--- src/rtl/cpu_pkg.sv ---
// cpu_pkg: sequencer op codes and FSM state encoding
package cpu_pkg;
  localparam logic [2:0] SEQ_INC  = 3'd0;
  localparam logic [2:0] SEQ_JMP  = 3'd1;
  localparam logic [2:0] SEQ_BRR  = 3'd2;
  localparam logic [2:0] SEQ_CALL = 3'd3;
  localparam logic [2:0] SEQ_RET  = 3'd4;
  localparam logic [2:0] SEQ_HALT = 3'd5;
  localparam logic [1:0] ST_RUN   = 2'd0;
  localparam logic [1:0] ST_HALT  = 2'd1;
  localparam logic [1:0] ST_FAULT = 2'd2;
endpackage

--- src/rtl/pc_return_stack.sv ---
// pc_return_stack: registered LIFO of return addresses; push-when-full and pop-when-empty are ignored
module pc_return_stack #(
  parameter int DEPTH = 4,
  parameter int W = 4,
  localparam int CW = $clog2(DEPTH + 1)
) (
  input  logic          clk,
  input  logic          reset,
  input  logic          push,
  input  logic          pop,
  input  logic [W-1:0]  din,
  output logic [W-1:0]  dout,
  output logic [CW-1:0] count,
  output logic          full,
  output logic          empty
);
  localparam int AW = DEPTH > 1 ? $clog2(DEPTH) : 1;
  localparam logic [CW-1:0] FULL_N = CW'(DEPTH);
  logic [W-1:0] mem [2**AW];
  logic [CW-1:0] top;
  assign top = count - 1'b1;
  assign dout = mem[top[AW-1:0]];
  assign full = count == FULL_N;
  assign empty = count == '0;
  // memory is deliberately not cleared on reset; only the count is
  always_ff @(posedge clk) begin
    if (reset) count <= '0;
    else if (push && !full) begin
      mem[count[AW-1:0]] <= din;
      count <= count + 1'b1;
    end else if (pop && !empty) count <= count - 1'b1;
  end
endmodule

--- src/rtl/program_sequencer.sv ---
// program_sequencer: fetch-path PC with jumps, relative branches, return stack and RUN/HALT/FAULT control
module program_sequencer
  import cpu_pkg::*;
#(
  parameter int PC_W = 4,
  parameter int STACK_DEPTH = 4,
  parameter int RESET_VEC = 0,
  localparam int SP_W = $clog2(STACK_DEPTH + 1)
) (
  input  logic            clk,
  input  logic            reset,
  input  logic            en,
  input  logic [2:0]      op,
  input  logic            cond,
  input  logic [PC_W-1:0] target,
  input  logic            resume,
  output logic [PC_W-1:0] pc_out,
  output logic            halted,
  output logic            fault,
  output logic [SP_W-1:0] sp_out
);
  logic [1:0] state, state_nxt;
  logic [PC_W-1:0] pc, pc_nxt, inc, rel, top;
  logic full, empty, push, pop, act;
  assign act = state == ST_RUN && en;
  assign push = act && op == SEQ_CALL && !full;
  assign pop = act && op == SEQ_RET && !empty;
  assign inc = pc + 1'b1;
  // offset is two's complement; modulo-2**PC_W addition makes sign extension implicit
  assign rel = pc + target;
  pc_return_stack #(.DEPTH(STACK_DEPTH), .W(PC_W)) u_stack (
    .clk(clk), .reset(reset), .push(push), .pop(pop), .din(inc),
    .dout(top), .count(sp_out), .full(full), .empty(empty)
  );
  always_comb begin
    pc_nxt = pc;
    state_nxt = state;
    if (state == ST_HALT) state_nxt = resume ? ST_RUN : ST_HALT;
    else if (act) begin
      case (op)
        SEQ_JMP:  pc_nxt = cond ? target : inc;
        SEQ_BRR:  pc_nxt = cond ? rel : inc;
        SEQ_CALL: begin
          pc_nxt = full ? pc : target;
          state_nxt = full ? ST_FAULT : ST_RUN;
        end
        SEQ_RET:  begin
          pc_nxt = empty ? pc : top;
          state_nxt = empty ? ST_FAULT : ST_RUN;
        end
        SEQ_HALT: state_nxt = ST_HALT;
        default:  pc_nxt = inc;
      endcase
    end
  end
  always_ff @(posedge clk) begin
    if (reset) begin
      pc <= PC_W'(RESET_VEC);
      state <= ST_RUN;
    end else begin
      pc <= pc_nxt;
      state <= state_nxt;
    end
  end
  assign pc_out = pc;
  assign halted = state == ST_HALT;
  assign fault = state == ST_FAULT;
endmodule

--- config.mk ---
export PLATFORM = sky130hd
export DESIGN_NAME = program_sequencer
export DESIGN_NICKNAME = d
export VERILOG_FILES = /design/src/rtl/cpu_pkg.sv /design/src/rtl/pc_return_stack.sv /design/src/rtl/program_sequencer.sv
export SDC_FILE = /design/constraint.sdc
export NUM_CORES = 1
export LEC_CHECK = 0
export CELL_PAD_IN_SITES_DETAIL_PLACEMENT = 0
export CELL_PAD_IN_SITES_GLOBAL_PLACEMENT = 1
export CORE_ASPECT_RATIO = 2
export CORE_MARGIN = 2
export CORE_UTILIZATION = 43
export CTS_CLUSTER_SIZE = 16
export DETAILED_ROUTE_END_ITERATION = 8
export GPL_TIMING_DRIVEN = 0
export PLACE_DENSITY_LB_ADDON = 0.05
export RECOVER_POWER = 50
export SYNTH_ARGS = -nofsm -noshare
export SYNTH_HDL_FRONTEND = slang
export SYNTH_SLANG_ARGS = --single-unit
--- constraint.sdc ---
create_clock -name clk -period 2.5 [get_ports clk]
set_input_delay 0.5 -clock clk [delete_from_list [all_inputs] [get_ports clk]]
set_output_delay 0.5 -clock clk [all_outputs]
set_load 0.02 [all_outputs]
# Word-level counts from Yosys, hierarchy flattened
# Memory sizes are Yosys's and may differ from the RTL's.
# Index checks and enable logic that the tools add are counted.
# op_classes
add_sub_neg,4
eq_ne,10
muxes,16
bitwise,2
n_reduce_logical,16
# ops
cell,n
$pmux 4 s5,1
$mux 4,4
$eq 3x3->1 const B,3
$mux 2,4
$logic_and 1x1->1,7
$eq 3x2->1 const B,2
$mux 3,2
$pmux 2 s3,1
$reduce_and 5->1,1
$add 4x1->4 const B,1
$add 4x4->4,1
$mux 1,4
$ne 2x2->1 const B,2
$reduce_bool 2->1,2
$reduce_bool 4->1,1
$add 3x1->3 const B,1
$eq 3x1->1 const B,1
$logic_not 3->1,1
$sub 3x1->3 const B,1
$eq 2x1->1 const B,1
$eq 2x2->1 const B,1
$logic_not 1->1,2
$logic_not 2->1,1
$not 1->1,2
$reduce_and 2->1,1
# totals
ff_bits,9
mem_bits_rw,16
wordCells,52
n_memories,1
# memory_table
name,depth,word_bits,rd,rd_ports_with_merged_regs,wr,line_no,text
u_stack.mem,4,4,1,0,1,pc_return_stack.sv:19,logic [W-1:0] mem [2**AW];

# Longest topological paths before layout
# logic_depth
depth_word,8
depth_mapped,8
ltp_nobuf,7

# Cells and area by module
# Synthesis repeated with hierarchy kept, for this count alone.
# hier_totals
hier_cells,145
hier_area_um2,1565.3
# by_module_without_submodules
module,n_inst,cells_each,area_per_inst_um2,seq_area_each_um2
pc_return_stack,1,54,855.8,540.5
program_sequencer,1,91,709.4,120.1

# Worst setup path before layout
# OpenSTA, ideal clock, no wires.
# synth_timing
path_kind,reg-to-reg
from,register u_stack.count[0]
to,memory u_stack.mem[0][0] (enable)
setup_time_ps,309
arrival_ps,1942
path_slack_ps,249
path_stages_with_launch,8
n_path_buf,1
cell_sequence,dfxtp_1 -> buf_2 -> inv_1 -> ha_1 -> and2_1 -> or3_1 -> nor2_1 -> and2_1
# synth_between
elab_chain_cells,7
# synth_lines
item,line_no,text
"start, declared",pc_return_stack.sv:13,"output logic [CW-1:0] count,"
"start signal, assigned",pc_return_stack.sv:30,count <= count + 1'b1;
"start signal, assigned",pc_return_stack.sv:31,end else if (pop && !empty) count <= count - 1'b1;
$eq 3x3->1,pc_return_stack.sv:23,assign full = count == FULL_N;
$logic_not 1->1,"pc_return_stack.sv:28, program_sequencer.sv:26",
$logic_and 1x1->1,program_sequencer.sv:26,assign push = act && op == SEQ_CALL && !full;
$logic_and 1x1->1,pc_return_stack.sv:28,else if (push && !full) begin
$mux 1,pc_return_stack.sv:28,
$mux 1,pc_return_stack.sv:27,if (reset) count <= '0;
$mux 1 (implied by the code),pc_return_stack.sv:29,mem[count[AW-1:0]] <= din;
"end, declared",pc_return_stack.sv:19,
# Several ways; a longest one is shown, not always the timed one.

# Final worst setup path
# layout_timing
from,input port target[0]
to,"register pc[1], in the netlist pc_out[1]"
# layout_between
elab_chain_cells,3
# layout_lines
item,line_no,text
"start, declared",program_sequencer.sv:15,"input logic [PC_W-1:0] target,"
$add 4x4->4,program_sequencer.sv:30,assign rel = pc + target;
$mux 4,program_sequencer.sv:42,SEQ_BRR: pc_nxt = cond ? rel : inc;
$pmux 4 s5,program_sequencer.sv:40,case (op)
"end signal, assigned",program_sequencer.sv:58,pc <= PC_W'(RESET_VEC);
"end signal, assigned",program_sequencer.sv:61,pc <= pc_nxt;
"end, declared",program_sequencer.sv:23,"logic [PC_W-1:0] pc, pc_nxt, inc, rel, top;"
# Every way passes these cells.
# A chain may end at the register's enable or synchronous reset.

==> results.cfg <==
[status]
status = finished clean

[logic_synthesis]
muxShareOfSynthArea = 0.0681
yosysTopAreaCell = edfxtp_1
synth_edf_count = 16
synth-compound-area-share = 0.162
yosys-top-cells-area = edfxtp_1, dfxtp_1, ha_1
async_flop_share = 0
synth_xor_area_frac = 0.0433
synth.avg_cell_area_um2 = 10.6
synth_warnings = 0
synthSimpleGateAreaFrac = 0.190
synth_nets = 174
synth_adder_area_share = 0.0820
ys_seq_area_frac = 0.409
netlist_area_um2 = 1620
synth_common_cells = edfxtp_1, nor2_1, inv_1, dfxtp_1, ha_1
synth-main-ff-cell = edfxtp_1
ys_ff_latch = 25
synth_cells = 152
synth_top_area_share = 0.297
yosysUniqueCellTypes = 54
synth_top_family_by_area = simple AND/OR/NAND/NOR gates
synth_most_common_cell = edfxtp_1

[timing]
rsz0062_at_grt = false
tightest_slew_ns = 0.626
drv_slew = 0
fin_crit_sh = 0.929
fin_crit_ns = 2.32
maxSlewHeadroom = 0.583
fin_skew_ns = 0.00112
fmax_ghz = 0.430
setup_viol = 0
hold_viol_final = 0

[drt]
drt-pass1-iter-count = 6
drc_errors = 0
wl_per_cell_um = 15.7
final_antenna_net_count = 0
vias = 1217
dr.first_iter.drc_count = 10
vias_per_cell = 5.46
routed_wl_um = 3510

[global_routing]
grt_pass1_vias = 1218
track_usage = 0.183
overflow = 0
antenna_found_initial = 0
grt_pass1_wl_um = 5700
grt_max_degree = 17

[finish]
nets = 197
area_delta_synth_final_pct = 18.9
final_core_util = 0.533
antenna_cells = 0
drive_gt1_frac = 0.144
nFillCells = 355
fin_cells = 223

[setup_path]
arrival_ns = 2.46
end_kind = flop
worstReg2RegEnd = u_stack.mem[3][3]
critPathRequiredTime_ns = 2.64
rrSetupSlack_ns = 0.19
reg2regPathDepth = 7
reg2reg_from = u_stack.count[0]
start_kind = primary input
crit_type = primary input to flop
crit_fanout = 2

[power_and_ir_drop]
power.switching_w = 0.000272
leakage_nw = 0.721
intPower_w = 0.000677
p_per_area_nw_per_um2 = 494
ir_drop_v = 0.000391
clockPowerShare = 0.269
seqPwrFrac = 0.500
swShare = 0.287
power_frac_comb = 0.230

[placement]
globalplace.congestion = 0.708
hpwlAfterDp_um = 2790
port_buffers = 18
place_inst = 219

[clock_tree]
root_buffer = clkbuf_8
cts_post_setup_buffers_inserted = 0
h-tree-depth = 1
cts_buffers = 3
clockBufferDepth = 2
clk_latency_ns = 0.27
clk_pin_slew_ns = 0.09
cts_tree = built
clock-sinks = 25

[worst_hold_path]
hp-start = state[0]
min_to = state[0]
min_path_cells = 2
hold_class = flop to flop

[die]
row_count = 31
core_um2 = 3610
die_area_um2 = 4300
die_width_um = 47.4
start_util = 0.448
io_pins = 21
die_h_um = 90.7

[job]
drv_cap = 0
## what timing repair did
action / CTS / global route
endpoints found under the setup margin: 0 / 17
hold buffers: 0 / 0
gates resized for setup: 0 / 6
## power by group through the flow
stage	registers, W	clock network [W]	logic [W]
finish	0.000475	0.000256	0.000219
global route	0.000477	0.000276	0.000243
CTS	0.000475	0.000262	0.000222
detailed placement	0.000484	0	0.000220
global placement	0.000484	0	0.000217
floorplan	0.000491	0	0.000137
## stage by stage
stage,hold slack [ns],total power (W),setup WS (ns),instance area [um^2],TNS [ns]
3_5_place_dp,0.514,0.000705,-0.198,1860,-3.10
6_report,0.527,0.000949,0.177,1920,0
4_1_cts,0.530,0.000958,0.0436,1910,0
5_1_grt,0.554,0.000996,0.0309,1920,0
3_3_place_gp,0.509,0.000700,-0.193,1860,-2.30
2_1_floorplan,0.488,0.000629,0.249,1620,0
## worst max-delay path: stages
cell and delay [ns]:
clkdlybuf4s50_1 0.49, ha_1 0.20, fa_1 0.42, a21bo_2 0.21, a221oi_2 0.31, nor3_1 0.07
o21ai_0 0.17, a211oi_1 0.09
## sequential cells by signal, indices dropped and copies added (netlist names)
| register | flops |
|---|---|
| state | 2 |
| u_stack.mem | 16 |
| pc_out | 4 |
| u_stack.count | 3 |
## how the worst max path moves through the flow
stage	slack [ns]	cells after the start	startpoint	end
6_report	0.18	8	target[0]	pc_out[1]
4_1_cts	0.04	7	u_stack.count[0]	u_stack.mem[3][3]
3_3_place_gp	-0.19	8	target[0]	pc_out[1]
3_5_place_dp	-0.20	6	op[1]	u_stack.mem[3][1]
2_1_floorplan	0.25	7	u_stack.count[0]	u_stack.mem[0][0]
5_1_grt	0.03	7	u_stack.count[0]	u_stack.mem[3][3]
## routing by layer
metal,track usage,up-vias,routed length (um)
met5,0,-,0
met4,0.0787,0,96
met3,0.0240,9,96
met2,0.315,20,1980
met1,0.207,577,1330
li1,-,611,-
## kinds of logic (layout without fill, tap and decap cells)
family | Yosys count | after routing
xor+xnor | 8 | 8
mux | 6 | 6
buf+inv | 16 | 38
simple gates | 52 | 52
compound gates | 35 | 35
flops | 25 | 25
fa+ha+maj | 10 | 10
## layout make-up
type / instances / area, um^2 / area share
flip-flops and latches: 25 / 661 / 0.344
well taps: 49 / 61.3 / 0.0319
multi-input cells: 111 / 895 / 0.465
plain buffers: 6 / 37.5 / 0.0195
clock inverters: 1 / 8.76 / 0.00456
repair buffers: 18 / 180 / 0.0938
inverters: 10 / 37.5 / 0.0195
clock buffers: 3 / 41.3 / 0.0215
## placed cells by master, fill, tap and decap left out, types with 2 or more instances in the layout
cell type	count
nand2b_1	2
edfxtp_1	16
and2_2	4
inv_1	10
o22ai_1	2
buf_2	3
clkbuf_8	3
o31a_1	2
xor2_1	3
and2_1	2
a21oi_1	7
ha_1	9
mux2i_1	2
o21ai_0	5
a311oi_1	2
dlygate4sd3_1	8
dfxtp_1	9
nor2b_1	6
nor2_1	10
or3_1	3
xnor2_1	5
nand3_1	3
clkdlybuf4s50_1	10
nand3b_1	4
mux4_2	4
nand2_1	6
Note: power is estimated with default switching activity, not from simulation.
==> variant 1: new RTL, same settings <==
`STACK_DEPTH`: 4 -> 8.
--- a/src/rtl/program_sequencer.sv
+++ b/src/rtl/program_sequencer.sv
@@ -3,7 +3,7 @@
   import cpu_pkg::*;
 #(
   parameter int PC_W = 4,
-  parameter int STACK_DEPTH = 4,
+  parameter int STACK_DEPTH = 8,
   parameter int RESET_VEC = 0,
   localparam int SP_W = $clog2(STACK_DEPTH + 1)
 ) (
Ports: changed (resized sp_out); port bits go from 21 to 22. No check against the original RTL was run, so the function may have changed too.
==> variant 1 against the unedited design <==
  * Synthesized area up 46%
  * Sequential cell count up 17
  * Wire length up 48%
  * Clock skew up 0.0099 ns
  * Total power grew 64%
  * Cell count up 26%
  * Design area up 45%
  * Setup slack lost 0.018 ns
  * Largest power group unchanged
==> variant 1: results (changes against the unedited design) <==
** Run status
- The run finished with clean final reports.

** Hold path
- Hold path depth :: 2 (unchanged)
- In this run the worst hold path is classified as reg -> reg.
- Hold Crit Start :: state[0]
- Hold Path Sink :: state[0]

** Setup path
- The register-to-register setup slack came to 0.17 ns (-0.02 ns).
- The depth of the worst register-to-register path was 9 (+2).
- The most critical setup path has its startpoint at target[0].
- The largest fanout on the critical path was 2 (unchanged).
- Worst reg2reg path endpoint :: pc_out[0]
- The signal arrival time at the worst endpoint was 2.54 ns (+0.08 ns).
- R2r startpoint :: u_stack.count[0]

** Global route
- The total routing resource utilization after global routing came to 18.55% (+0.25 points).
- The global-route wire length before repair came to 8.404 mm (+47%).
- The via count of the first global-routing pass was 1676 (+38%).
- Largest net degree at the start of global routing :: 14 (-3)

** Logic synthesis
- By count the netlist is led by edfxtp_1, nor2_1, inv_1, nand2_1.
- The number of standard cells after synthesis was 194 (+28%).
- Top_reg_cell synth :: edfxtp_1
- The share of the yosys chip area belonging to registers came to 49.36% (+8.5 points).
- The number of flops mapped to enable cells by yosys came to 32 (+16).
- The net count of the mapped netlist was 214 (+23%).
- Number of distinct library cell variants in the gate-level netlist after synthesis :: 52 (-3.7%)
- Cells taking the most area after synthesis :: edfxtp_1, dfxtp_1, mux4_1, ha_1, nor2_1

** CTS
- Total number of H-tree levels :: 2 (+1)
- The largest buffer count on any clock path is 2 (unchanged).
- Number of buffers created by CTS :: 5 (+2)
- The number of setup buffers added after CTS came to 0 (unchanged).
- Worst-Skew Late Latency :: 0.29 ns (+0.02 ns)
- Clock-pin slew was measured on the worst setup and hold paths at 0.08 ns.

** STA
- The worst-case clock skew is 0.01104 ns (+0.009914 ns).
- The transition time at the pin with the least slew margin is 0.8871 ns (+0.2614 ns).

** Route
- Routed wirelength normalized by instance count :: 18.41 microns (+17%)
- Router iterations before antenna repair :: 4 (-2)
- Vias after detailed routing :: 1641 (+35%)
- The number of design-rule violations left by the first detailed-router iteration is 50 (+40).

** Place
- Port Buffers :: 20 (+2)
- Placer's final routability congestion estimate :: 0.7938 (+12%)
- The estimated wirelength of the detail-placed design is 3.979 mm (+43%).
- The number of placed cells counting well taps was 274 (+25%).

** Power and ir drop
- Static power due to leakage :: 0.9793 nW (+36%)
- Maximum vdd ir drop :: 0.5848 mV (+50%)
- Internal power contribution :: 1.178 mW (+74%)

** Layout
- Antenna diode count :: 0 (unchanged)
- The count of filler cells inserted in the layout came to 488 (+37%).
- The fraction of layout cells with a size suffix above 1 came to 15.77% (+1.4 points).
- Finished Layout Cells :: 282 (+26%)
- Number of flip-flops in the largest register :: 32 (+16)
- The final-stage net count is 241 (+22%).
==> variant 1: layout make-up <==
type | instances | area share [%]
Buffer | 11 | 2.611
Sequential cell | 42 | 41.83
Timing Repair Buffer | 20 | 7.204
Multi-Input combinational cell | 129 | 40.07
Clock buffer | 6 | 2.611
Tap cell | 60 | 2.701
Inverter | 12 | 1.621
Clock inverter | 2 | 1.351
==> variant 1: power groups by stage <==
| stage | combinational (mW) | sequential [mW] | clock, mW |
|---|---|---|---|
| global placement | 0.235 | 0.802 | 0 |
| floorplan | 0.150 | 0.807 | 0 |
| finish | 0.247 | 0.787 | 0.520 |
| global route | 0.273 | 0.789 | 0.569 |
| detailed placement | 0.241 | 0.803 | 0 |
| CTS | 0.246 | 0.787 | 0.538 |
==> variant 1: how the worst max path moves through the flow <==
stage                              endpoint  cells after the start
after floorplan                   pc_out[1]                      9
after global placement    u_stack.mem[0][3]                      7
after detailed placement  u_stack.mem[0][3]                      7
after CTS                 u_stack.mem[0][0]                      7
after global routing              pc_out[1]                      9
final                             pc_out[2]                      9
==> variant 1: logic make-up after synthesis <==
logic type	after synthesis	synth area share, %
flip-flops	42	49.36
adder cells (fa/ha/maj)	9	5.000
AO/OA/AOI/OAI	39	12.13
buffers and inverters	23	4.734
XOR/XNOR	7	3.404
AND/OR/NAND/NOR	60	14.04
multiplexers	14	11.33
==> variant 1: worst max-delay path: stages <==
cell	delay (ns)
clkdlybuf4s50_1	0.50
ha_2	0.19
inv_1	0.05
fa_2	0.33
xor2_1	0.15
nand2_1	0.07
a21oi_1	0.07
o311a_1	0.37
a2111oi_4	0.31
==> variant 1: routing by layer <==
layer / vias up / wire length [microns] / GRT usage [%]
met1: 785 / 1808 / 18.13
li1: 790 / - / -
met5: - / 0 / 0
met3: 15 / 168 / 2.990
met2: 51 / 2987 / 34.96
met4: 0 / 227 / 11.90
==> variant 1: what timing repair did <==
action | 4_1_cts | 5_1_grt
setup endpoints to repair | 2 | 12
resized for setup | 2 | 7
pin swaps | 0 | 0
==> variant 1: per-stage QoR <==
stage          instance area, sq um  setup slack, ns  power, mW  hold WS [ns]
4_1_cts                        2746         0.007796      1.571        0.5302
5_1_grt                        2779         0.004831      1.631        0.5711
6_report                       2779           0.1586      1.554        0.5225
3_5_place_dp                   2628          -0.2866      1.045        0.5170
2_1_floorplan                  2352           0.1511     0.9576        0.4825
3_3_place_gp                   2628          -0.2893      1.038        0.5011
==> variant 2: new RTL, config.mk and constraints unchanged <==
Made on the original files. Add an input register stage for `en`, `op`, `cond`, `target` and `resume`, cleared by the reset; this delays them by one clock.
--- a/src/rtl/program_sequencer.sv
+++ b/src/rtl/program_sequencer.sv
@@ -19,15 +19,38 @@
   output logic            fault,
   output logic [SP_W-1:0] sp_out
 );
+
+  logic en_q;
+  logic [2:0] op_q;
+  logic cond_q;
+  logic [PC_W-1:0] target_q;
+  logic resume_q;
+
+  always_ff @(posedge clk) begin
+    if (reset) begin
+      en_q     <= '0;
+      op_q     <= '0;
+      cond_q   <= '0;
+      target_q <= '0;
+      resume_q <= '0;
+    end else begin
+      en_q     <= en;
+      op_q     <= op;
+      cond_q   <= cond;
+      target_q <= target;
+      resume_q <= resume;
+    end
+  end
+
   logic [1:0] state, state_nxt;
   logic [PC_W-1:0] pc, pc_nxt, inc, rel, top;
   logic full, empty, push, pop, act;
-  assign act = state == ST_RUN && en;
-  assign push = act && op == SEQ_CALL && !full;
-  assign pop = act && op == SEQ_RET && !empty;
+  assign act = state == ST_RUN && en_q;
+  assign push = act && op_q == SEQ_CALL && !full;
+  assign pop = act && op_q == SEQ_RET && !empty;
   assign inc = pc + 1'b1;
   // offset is two's complement; modulo-2**PC_W addition makes sign extension implicit
-  assign rel = pc + target;
+  assign rel = pc + target_q;
   pc_return_stack #(.DEPTH(STACK_DEPTH), .W(PC_W)) u_stack (
     .clk(clk), .reset(reset), .push(push), .pop(pop), .din(inc),
     .dout(top), .count(sp_out), .full(full), .empty(empty)
@@ -35,13 +58,13 @@
   always_comb begin
     pc_nxt = pc;
     state_nxt = state;
-    if (state == ST_HALT) state_nxt = resume ? ST_RUN : ST_HALT;
+    if (state == ST_HALT) state_nxt = resume_q ? ST_RUN : ST_HALT;
     else if (act) begin
-      case (op)
-        SEQ_JMP:  pc_nxt = cond ? target : inc;
-        SEQ_BRR:  pc_nxt = cond ? rel : inc;
+      case (op_q)
+        SEQ_JMP:  pc_nxt = cond_q ? target_q : inc;
+        SEQ_BRR:  pc_nxt = cond_q ? rel : inc;
         SEQ_CALL: begin
-          pc_nxt = full ? pc : target;
+          pc_nxt = full ? pc : target_q;
           state_nxt = full ? ST_FAULT : ST_RUN;
         end
         SEQ_RET:  begin
Behaviour: not the same (a bounded check fails within 4 cycles, from zero or initial values and one cycle with reset high).
==> variant 2 against the unedited design <==
  * Wire length is 17% higher
  * Clock skew is 0.011 ns higher
  * Setup slack better by 0.037 ns
  * Total power is 35% higher
  * Synthesized cell count is 12% higher
  * Non-clock buffer count is 5 higher
  * Critical path depth is 2 lower
  * Sequential cell count is 10 higher
  * Combinational power is 30% lower
  * Sequential power is 32% higher
  * Synthesized area is 15% higher
  * Count of clock-buffer cells in the layout is 2 higher
  * Design area is 16% higher
==> variant 2: results (changes against the unedited design) <==
** Logic synthesis
- The most used flip-flop cell after synthesis is dfxtp_1.
- Syn_area_per_cell :: 10.97 sq um (+3.2%)
- The parity-gate share of the synthesized area counting xor and xnor cells is 2.347% (-2.0 points).
- Leading cell types by count after synthesis :: dfxtp_1, edfxtp_1, nor2b_1, inv_1, nand2_1
- By area the synthesized netlist is led by edfxtp_1, dfxtp_1, ha_1, mux4_2, nor2b_1.
- Post-synthesis sequential area ratio :: 46.14% (+5.3 points)

** Layout
- The non-clock buffer contribution to total cell area was 11.40% (+0.075 points).
- Finished Core Util :: 54.21% (+0.93 points)
- The number of non-clock buffers in the layout was 29 (+21%).
- The fraction of standard cell area that is sequential was 38.46% (+4.1 points).
- Count of flip-flops and latches :: 35 (+40%)
- The final-stage net count is 219 (+11%).
- The combined area of the multi-input logic cells is 908.4 sq um (+1.5%).
- The inverter count of the layout excluding clock inverters came to 11 (+1).
- The count of filler cells inserted in the layout came to 390 (+9.9%).
- The number of standard cells in the final layout excluding fillers was 250 (+12%).

** Die
- The width of the die is 50.58 microns (+6.8%).

** Place
- The placer's final routability congestion estimate came to 0.8752 (+24%).
- Dpl cell area :: 0.002131 sq mm (+15%)
- Final HPWL DP :: 3.201 mm (+15%)
- The port buffer count was 20 (+2).
- The number of placed cells counting well taps is 242 (+11%).

** Power and ir drop
- The worst vdd rail ir drop came to 0.5160 mV (+32%).

** Setup path
- The depth of the worst register-to-register path came to 6 (-1).
- The slowest stage of the critical path belongs to the cell nor3_1.
- The kind of cell with the highest combined delay along the critical path is simple AND/OR/NAND/NOR gates.
- Critical Path Max Stage Delay :: 0.62 ns (+0.13 ns)
- The register-to-register setup slack is 0.21 ns (+0.02 ns).
- The most critical setup path has its startpoint at u_stack.count[0].

** Run status
- Run status :: finished clean

** Route
- Aggregate routed wire length :: 4.109 mm (+17%)
- The number of design-rule violations left by the first detailed-router iteration is 33 (+23).
- The number of search-and-repair iterations in the first detailed-routing pass is 4 (-2).

** STA
- The transition time at the pin with the least slew margin is 0.6686 ns (+0.04296 ns).
- The worst hold slack across all endpoints is 0.4069 ns (-0.1200 ns).

** Global route
- The maximum number of pins on one net before global-route repair came to 12 (-5).
- First-pass GRT wire length :: 6.817 mm (+20%)

** CTS
- Number of buffers created by CTS :: 5 (+2)
- Worst-Skew Late Latency :: 0.29 ns (+0.02 ns)
variant 2: per-layer routing:
metal  global-route usage (%)  up-vias  part of all wire (%)
li1                         -      674                     -
met1                    18.74      666                    35
met2                    34.01       50                    57
met3                    4.308       11                   4.2
met4                    8.940        0                   3.3
met5                        0        -                     0
variant 2: where the power goes:
part	switching (mW)	internal (mW)
Clock	0.205	0.292
Combinational	0.0789	0.0738
Sequential	0.0153	0.614
variant 2: stage by stage:
step / setup WS (ns) / power, mW
after floorplan: 0.4510 / 0.7390
after global placement: 0.09097 / 0.7887
after detailed placement: 0.03043 / 0.7949
after CTS: 0.1419 / 1.289
after global routing: 0.05008 / 1.329
final: 0.2136 / 1.279
variant 2: logic make-up after synthesis:
kind of cell               after synthesis
AOI/OAI and AO/OA                       35
xor gates and xnor gates                 5
adders and majority gates               10
buffers and inverters                   20
DFF                                     35
muxes                                    8
and+or+nand+nor                         57
